[src/rtl/fsm_rd_086_errcnt.sv]
// Saturating mismatch counter with a sticky threshold alarm and a clear.
module fsm_rd_086_errcnt #(
  parameter int unsigned ERR_W     = 8,
  parameter int unsigned ALARM_THR = 4
) (
  input  logic             clk,
  input  logic             rst,
  input  logic             inc,
  input  logic             clr,
  output logic [ERR_W-1:0] err_cnt,
  output logic             alarm
);

  localparam logic [ERR_W-1:0] CNT_MAX = '1;
  localparam logic [ERR_W-1:0] THR     = ERR_W'(ALARM_THR);

  logic [ERR_W-1:0] cnt_inc;

  // Incremented count, pinned at all-ones.
  assign cnt_inc = (err_cnt == CNT_MAX) ? err_cnt : err_cnt + ERR_W'(1);

  // Counter and alarm; clear outranks a coincident increment.
  always_ff @(posedge clk) begin
    if (rst) begin
      err_cnt <= '0;
      alarm   <= 1'b0;
    end else if (clr) begin
      err_cnt <= '0;
      alarm   <= 1'b0;
    end else if (inc) begin
      err_cnt <= cnt_inc;
      if (cnt_inc >= THR) alarm <= 1'b1;
    end
  end

endmodule

[config.mk]
export PLATFORM = sky130hd
export DESIGN_NAME = fsm_rd_086_errcnt
export DESIGN_NICKNAME = d
export VERILOG_FILES = /design/src/rtl/fsm_rd_086_errcnt.sv
export SDC_FILE = /design/constraint.sdc
export NUM_CORES = 1
export LEC_CHECK = 0
export ABC_AREA = 1
export CAP_MARGIN = 40
export CORE_UTILIZATION = 42
export DETAILED_ROUTE_END_ITERATION = 10
export PLACE_DENSITY = 0.82
export SETUP_SLACK_MARGIN = 0.02
export SLEW_MARGIN = 5
export SYNTH_ARGS = -nofsm -noshare
export SYNTH_HDL_FRONTEND = slang
export SYNTH_SLANG_ARGS = --single-unit
[constraint.sdc]
create_clock -name clk -period 1.4 [get_ports clk]
set_clock_uncertainty 0.2 [all_clocks]
set_input_delay 0.28 -clock clk [delete_from_list [all_inputs] [get_ports clk]]
set_output_delay 0.28 -clock clk [all_outputs]
set_load 0.03 [all_outputs]
==> impl.org, run 1 <==
** Place
- The count of buffers added on input and output ports is 12.
- Placed wire-length estimate after detailed placement :: 1068 microns
- Once placement finished, the instance area stood at 802.0 sq um.
- Routability-driven placement finished with a final weighted congestion of 0.8600.
- Counting tap cells, the placed design contains a total of 120 instances.

** Synthesis
- After synthesis, the netlist uses 20 different library cells.
- Summed instance area of the synthesized netlist :: between 500 and 600 sq um
- The Yosys step of the flow raised 0 warnings.
- Of all flip-flops after synthesis, the portion carrying an async set or reset was 0%.
- The synthesized design devotes to its leading area cell type between 30 and 40% of total area.
- Summed over all instances, the cell type with the most area after synthesis is sky130_fd_sc_hd__dfxtp_1.
- The synthesized design contains 9 register bits.
- Area contributors post-synth :: sky130_fd_sc_hd__dfxtp_1, sky130_fd_sc_hd__nand2_1, sky130_fd_sc_hd__inv_1
- Dividing the synthesized area by the synthesized cell count gives 6.852 sq um.
- In the synthesized netlist the dominant register cell turns out to be sky130_fd_sc_hd__dfxtp_1.
- Number of enable flip-flop cells after synthesis :: 0
- Post-synth net total :: between 80 and 90
- Sequential element share of the synthesized area :: approximately 31%
- Post-synthesis instance total :: 84

** Routing
- Routed wirelength normalized by instance count :: ~12 microns
- The routed design has 1543 microns of wire.
- Post-detailed-route DRC marker count :: 0
- Via-to-Cell Ratio :: around 5.2
- In this run the remaining antenna-violating nets after routing total 0.
- Length of the first detailed-routing pass in iterations :: 4
- Initial DRC count :: 13
- Routed via count :: 648

** Setup path
- The critical path goes through ha_4 > nand2_4 > nor2_4 > a21oi_2 > nand2_1 > nor2_1 > nand2_1 > nand2_1 > a21oi_2.
- Most used cell along the critical path :: sky130_fd_sc_hd__nand2_1
- The cell family contributing the most delay on the critical path is simple AND/OR/NAND/NOR gates.
- The number of buffers and inverters on the critical path is 0.
- CP endpoint kind :: flip-flop
- Startpoint-to-endpoint class of the critical path :: flip-flop to flip-flop
- For this run, the slowest stage of the critical path takes ~0.35 ns.
- Along the worst path, the maximum fanout reaches 4.
- STA puts the critical path data arrival time at 1.44 ns.
- Library cell contributing the largest single delay on the critical path :: sky130_fd_sc_hd__dfxtp_4
- The worst setup path is launched from a flip-flop.
- Data required, critical path :: 1.36 ns

** Timing
- Final Cycle Share :: 105.8%
- The worst pin sits at a relative slew slack of 81.74%.
- Unrepaired setup endpoints after global routing :: true
- Hold timing on the final database bottoms out at a slack of between 0.2 and 0.25 ns.
- Count of final max-slew check failures :: 0
- Final hold vios :: 0
- Sum of negative setup slack :: -0.09219 ns
- Min setup slack post-route :: -0.08071 ns
- Slew @ Worst Pin :: 0.2735 ns
- Finish-stage setup viols :: 2
- Final worst path period need :: between 1 and 1.5 ns
- For this run, the top clock speed supported by timing is 675.4 MHz.

** Clocking
- Clock tree root driver cell :: sky130_fd_sc_hd__clkbuf_4
- Post-CTS Hold Fix Bufs :: 0
- TritonCTS built the clock tree.
- H-tree lvl count :: 1
- Clk Latency, worst-skew pair :: 0.27 ns
- Clock-pin slew reported for the worst setup and hold paths after clock tree synthesis :: 0.06 ns
- Buffer depth of the longest clock path :: 2
- Number of clock sinks :: 9
- Number of clock buffers inserted by TritonCTS :: 3

** Finish
- Number of inserted diodes :: 0
- The finished cells cover between 900 and 1000 sq um.
- Syn-to-layout area delta :: 56.96%
- Net count of the finished layout :: around 120
- Fraction of layout instances using a drive strength above 1 :: 49.09%
- Post-Layout Cell Count :: 124
- Final core area utilization :: 76.16%

** Die
- Row generation in the floorplan step produced 12 rows.
- Horiz. Die Dim :: 39.02 microns
- The initial utilization of the core area, before any placement, comes to around half.
- Full die area :: 1523 sq um
- Measured along the y axis, the die boundary spans between 30 and 40 microns.
- Placeable core region :: 1186 sq um
- 13 I/O pins were placed.

** Min path
- Path class of the lowest-slack min-delay path :: input port to flip-flop

** Run status
- The checks that failed: negative setup slack.
- Run status :: finished, violations left

** Global route
- The first global-routing pass estimated 2339 microns of wire.
- The via count of the first global-routing pass came to 578.
- Gr ovfl total :: 0
- In the global route stage, overall resource usage came out at 23.39%.
- The initial antenna violation count came to 0.
- Entering global routing, the biggest net connects 8 pins.

** Power and ir drop
- For this design the static power due to leakage is 0.4884 nW.
- IR analysis of the VDD net gives a maximum drop of 0.0005177 V.
- In this run the power density over the cells is 684.5 nW/um^2.

** Flow run
- Number of violations of the max-capacitance limit :: 0
## kinds of logic after synthesis
logic type / synth area share, %
simple gates: 35.65
compound gates: 19.13
flops: 31.30
buf+inv: 11.74
fa+ha+maj: 2.174
## cell usage after synthesis, types with 4 or more instances
cell type and instances:
sky130_fd_sc_hd__o21ai_1 4, sky130_fd_sc_hd__inv_1 14, sky130_fd_sc_hd__dfxtp_1 9, sky130_fd_sc_hd__a21oi_1 7, sky130_fd_sc_hd__nand2_2 5, sky130_fd_sc_hd__nand3_1 4
sky130_fd_sc_hd__nand2_1 15, sky130_fd_sc_hd__o21ai_0 5, sky130_fd_sc_hd__nor2_1 6
## state kept, by name, indices dropped and copies added, names as in the netlist
signal and count:
alarm 1, err_cnt 8
## cell usage in the layout (no fill, tap or decap), types with 2 or more instances in the layout
master,instances
sky130_fd_sc_hd__nand2_1,15
sky130_fd_sc_hd__buf_4,15
sky130_fd_sc_hd__inv_1,14
sky130_fd_sc_hd__a21oi_1,6
sky130_fd_sc_hd__o21ai_2,5
sky130_fd_sc_hd__buf_6,5
sky130_fd_sc_hd__nor2_1,4
sky130_fd_sc_hd__dfxtp_4,4
sky130_fd_sc_hd__dfxtp_2,4
sky130_fd_sc_hd__nand2_4,3
sky130_fd_sc_hd__nand3_1,3
sky130_fd_sc_hd__clkbuf_4,3
sky130_fd_sc_hd__nand2_2,2
sky130_fd_sc_hd__nor2_4,2
sky130_fd_sc_hd__nor2_2,2
sky130_fd_sc_hd__a21oi_2,2
sky130_fd_sc_hd__o21ai_0,2
sky130_fd_sc_hd__nand4_1,2
sky130_fd_sc_hd__nand3_2,2
sky130_fd_sc_hd__o21ai_1,2
sky130_fd_sc_hd__clkdlybuf4s50_1,2
## worst min-delay path, stage by stage
cell                             delay [ns]
sky130_fd_sc_hd__dlymetal6s2s_1        0.20
sky130_fd_sc_hd__nand2_4               0.13
sky130_fd_sc_hd__a21oi_1               0.06
## power by group
group	internal, mW	switching (mW)
logic	0.0595	0.0741
registers	0.262	0.0117
clock network	0.110	0.101
total	0.432	0.186
## final cells by class
type / instances / area [sq um]
fillers: 94 / 282.8
flip-flops and latches: 9 / 200.2
repair buffers: 23 / 201.4
multi-input cells: 58 / 395.4
clock buffers: 4 / 26.28
inverters: 16 / 62.56
well taps: 14 / 17.52
## path summary, 6_finish.rpt
path                                  from    endpoint  slack, ns  cells after the start
worst max-delay path            err_cnt[0]       alarm      -0.08                      9
worst min-delay path                   inc  err_cnt[0]       0.24                      3
worst max register to register  err_cnt[0]       alarm      -0.08                      9
worst min register to register       alarm       alarm       0.34                      2
## through the flow
step	total power, mW	setup WS, ns
floorplan	0.3477	-0.04087
global placement	0.3974	-0.1797
detailed placement	0.4003	-0.2228
CTS	0.6172	-0.05813
global route	0.6533	-0.1850
finish	0.6184	-0.08071
## timing repair
action,CTS,global route
endpoints found under the setup margin,7,13
resized for setup,6,17
pin swaps,2,5
buffers inserted,0,0
## layer usage
metal / part of all wire, % / global-route usage, % / vias to the layer above
met5: 0 / 0 / -
met4: 1.3 / 12.93 / 0
met3: 6.9 / 11.56 / 4
met2: 49 / 36.25 / 28
met1: 43 / 25.61 / 290
li1: - / - / 326
No activity file was read; power rests on OpenSTA's default activity.
==> run 2: changes to the inputs <==
--- a/config.mk
+++ b/config.mk
@@ -6,9 +6,11 @@
 export NUM_CORES = 1
 export LEC_CHECK = 0
 export ABC_AREA = 1
+export ABC_CLOCK_PERIOD_IN_PS = 1400
 export CAP_MARGIN = 40
 export CORE_UTILIZATION = 42
 export DETAILED_ROUTE_END_ITERATION = 10
+export MAX_ROUTING_LAYER = met4
 export PLACE_DENSITY = 0.82
 export SETUP_SLACK_MARGIN = 0.02
 export SLEW_MARGIN = 5
==> constraint.sdc (replaced) <==
create_clock -name clk -period 1.4 [get_ports clk]
set_clock_uncertainty 0.2 [all_clocks]
set_input_delay 0.28 -clock clk [delete_from_list [all_inputs] [get_ports clk]]
set_output_delay 0.28 -clock clk [all_outputs]
set_load 0.1 [all_outputs]
==> run 2 against run 1 <==
Effect of this change: the flow still finishes with violations (negative setup slack); clock power hardly changed; hold slack improved by 0.14 ns; combinational power grew 65%; first-iteration DRC count is 150% higher; highest routed layer unchanged; final cell count rose by 4.0%; total power up 14%; largest power group unchanged.
==> impl.org, run 2 (same netlist as run 1, synthesis figures left out) <==
** Setup path
- The largest single stage delay on the critical path is 0.37 ns.
- Setup slack on the worst flop-to-flop path :: -0.21 ns
- The slowest stage of the critical path is the sky130_fd_sc_hd__dfxtp_4 cell.
- On the critical path the largest part of the delay comes from simple AND/OR/NAND/NOR gates.
- Data required, critical path :: around 1.4 ns
- Startpoint of the worst setup timing path :: err_cnt[0]
- The worst setup path is captured at a flip-flop.
- Most used cell along the critical path :: sky130_fd_sc_hd__nand2_1
- Buffers and inverters on the worst path :: 0
- Reg2Reg Depth :: 10
- By startpoint and endpoint, the worst setup path is classified as flip-flop to flip-flop.
- The endpoint identified for the worst register-to-register timing path is alarm.
- Critical path launch point type :: flip-flop
- Along the worst path, the maximum fanout reaches 4.
- Worst r2r src :: err_cnt[0]
- The signal on the critical path passes through ha_4 > nand2_4 > nor2_2 > nand2_1 > nand2_2 > nand2_1 > nor2_1 > nand2_1 > nand2_1 > a21oi_2.
- Data arrives at the worst endpoint at 1.57 ns.

** Min path
- For hold timing, the worst endpoint is err_cnt[7].
- The startpoint identified for the worst hold timing path is err_cnt[7].
- The path class of the tightest hold or removal check is flip-flop to flip-flop.
- Counting instances, the worst hold path has a depth of 2.

** Finish
- Counting flops per register, the top entry is err_cnt.
- Filler cell count :: 52
- The repair_antennas step left the layout with diodes totalling 0.
- Fraction of layout instances using a drive strength above 1 :: 49.57%
- In the final layout, the registers with the most flip-flops are err_cnt (8), alarm (1).
- Syn-to-layout area delta :: 78.70%
- Max reg flops :: 8
- At the end of the flow, the number of nets in the layout was 121.
- Most frequent cells in the layout :: sky130_fd_sc_hd__inv_1, sky130_fd_sc_hd__nand2_1, sky130_fd_sc_hd__buf_4
- Post-Layout Cell Count :: approximately 130
- Most common cell after layout, fill and taps aside :: sky130_fd_sc_hd__inv_1

** Power and ir drop
- Share of power burned in the clock network :: 30.3%
- For this design the static power due to leakage is 0.5079 nW.
- Per report_power, the sequential group accounts for 38.3% of the total.
- Logic gate share of total power :: 31.4%
- Max rail drop VDD :: 0.0006638 V
- For this design the total switching power over the nets is 0.2479 mW.
- The design draws 0.7047 mW.
- Switching part of the total :: 35.19%
- Cell Int Power :: 0.4567 mW
- Power spread over the standard cell area amounts to 685.1 nW/um^2.

** Clocking
- CTS built an H-tree with a depth of 1.
- Clock tree root driver cell :: sky130_fd_sc_hd__clkbuf_4
- Buffer depth of the longest clock path :: 2
- The tree built by TritonCTS fans out to 9 sinks.
- TritonCTS built the clock tree.
- Number of clock buffers inserted by TritonCTS :: 3
- For the worst-skew pair, the clock arrives at the later sink with an insertion delay of 0.27 ns.
- Clock-pin slew was measured on the worst setup and hold paths at 0.07 ns.
- Post-CTS Hold Fix Bufs :: 0

** Global route
- Vias in the first global route :: 614
- Largest net degree at the start of global routing :: 7
- Gr ovfl total :: 0
- The initial antenna violation count is 0.
- Global routing consumed, over all layers together, 26.83% of the routing resources.
- The first global-routing pass estimated 2573 microns of wire.

** Die
- The floorplan has 12 rows.
- Horiz. Die Dim :: between 30 and 40 microns
- Die height :: 39.02 microns
- Starting utilization of the core area :: 48.52%
- The die covers approximately 1500 sq um.
- For this design the top-level I/O count stands at 13.
- In this run the standard cell core region covers 1186 sq um.

** Place
- Placed wire-length estimate after detailed placement :: 1234 microns
- Number of cells in the design after placement :: 122
- Port buffer count :: 12
- RePlAce Congestion :: 0.8595
- Pre-CTS worst setup slack :: -0.1444 ns

** Timing
- The worst path in the final design needs a cycle of 1.609 ns, including I/O delays and setup.
- For the pin with the worst max-slew slack, the measured transition is 0.2173 ns.
- Count of final max-slew check failures :: 0
- Timing would allow up to ~620 MHz.
- Final Cycle Share :: 114.9%
- Min setup slack post-route :: -0.2092 ns
- Finish-stage setup viols :: 10
- Unrepaired setup endpoints after global routing :: true
- Hold slack :: approximately 0.39 ns
- Final hold vios :: 0
- Headroom to the max-slew limit :: 85.36%

** Routing
- Routed wirelength normalized by instance count :: 14.74 microns
- Initial DRC count :: 32
- Routed via count :: 704
- Length of the first detailed-routing pass in iterations :: 4
- In the routed design, unresolved DRC markers number 0.
- Once detail routing completed, the nets flagged for antenna violations numbered 0.
- The routed design has 1901 microns of wire.
- Using the TritonRoute via totals, the vias-per-cell ratio works out to 5.457.

** Run status
- The run finished, with violations left.
- Violated checks :: negative setup slack

** Flow run
- Number of violations of the max-capacitance limit :: 0
-- run 2: changes by cell type in the layout (fill, tap and decap cells not counted), sizes merged --
cell,delta
buf,+5
clkdlybuf4s50,+1
dlymetal6s2s,-1
-- run 2: routing by layer --
layer	wire, microns	vias to the layer above	track usage, %
li1	-	337	-
met1	751	323	26.46
met2	999	38	46.25
met3	111	6	9.249
met4	38	0	13.79
met5	0	-	-
-- run 2: metrics by stage --
stage | instance area, sq um | util [%] | setup TNS (ns)
floorplan | 623.1 | - | -1.156
global placement | 940.9 | 79.32 | -0.5010
CTS | 1001 | 84.39 | -0.3519
detailed placement | 940.9 | 79.32 | -0.7411
global route | 1028 | 86.71 | -1.218
finish | 1028 | 86.71 | -0.6763
-- run 2: worst max path at each step --
stage | to | slack (ns) | cells after the start
3_3_place_gp | alarm | -0.12 | 9
6_report | alarm | -0.21 | 10
4_1_cts | alarm | -0.11 | 10
3_5_place_dp | alarm | -0.14 | 9
2_1_floorplan | alarm | -0.22 | 10
5_1_grt | alarm | -0.28 | 10
-- run 2: area by class of cell --
| cell class | instances | area, sq um | area share (%) |
|---|---|---|---|
| inverters | 16 | 60.06 | 5.839 |
| clock buffers | 4 | 26.28 | 2.555 |
| well taps | 14 | 17.52 | 1.703 |
| multi-input cells | 58 | 361.6 | 35.16 |
| repair buffers | 28 | 352.8 | 34.31 |
| flip-flops and latches | 9 | 210.2 | 20.44 |
-- run 2: worst min-delay path: cells and delay by family (launching register included) --
| family | cells | cell delay, ns |
|---|---|---|
| flip-flops | 1 | 0.37 |
| AO/OA/AOI/OAI | 1 | 0.09 |
| AND/OR/NAND/NOR | 1 | 0.09 |
-- run 2: power by group through the flow --
stage,logic [mW],registers [mW],clock network (mW)
2_1_floorplan,0.0455,0.344,0
3_3_place_gp,0.197,0.275,0
3_5_place_dp,0.201,0.275,0
4_1_cts,0.209,0.269,0.219
5_1_grt,0.230,0.271,0.225
6_report,0.221,0.270,0.213
-- run 2: repair_timing --
item                                    4_1_cts  5_1_grt
pin swaps                                     1        9
endpoints found under the setup margin       14       15
resized for setup                             6        9
setup buffers                                 2        2
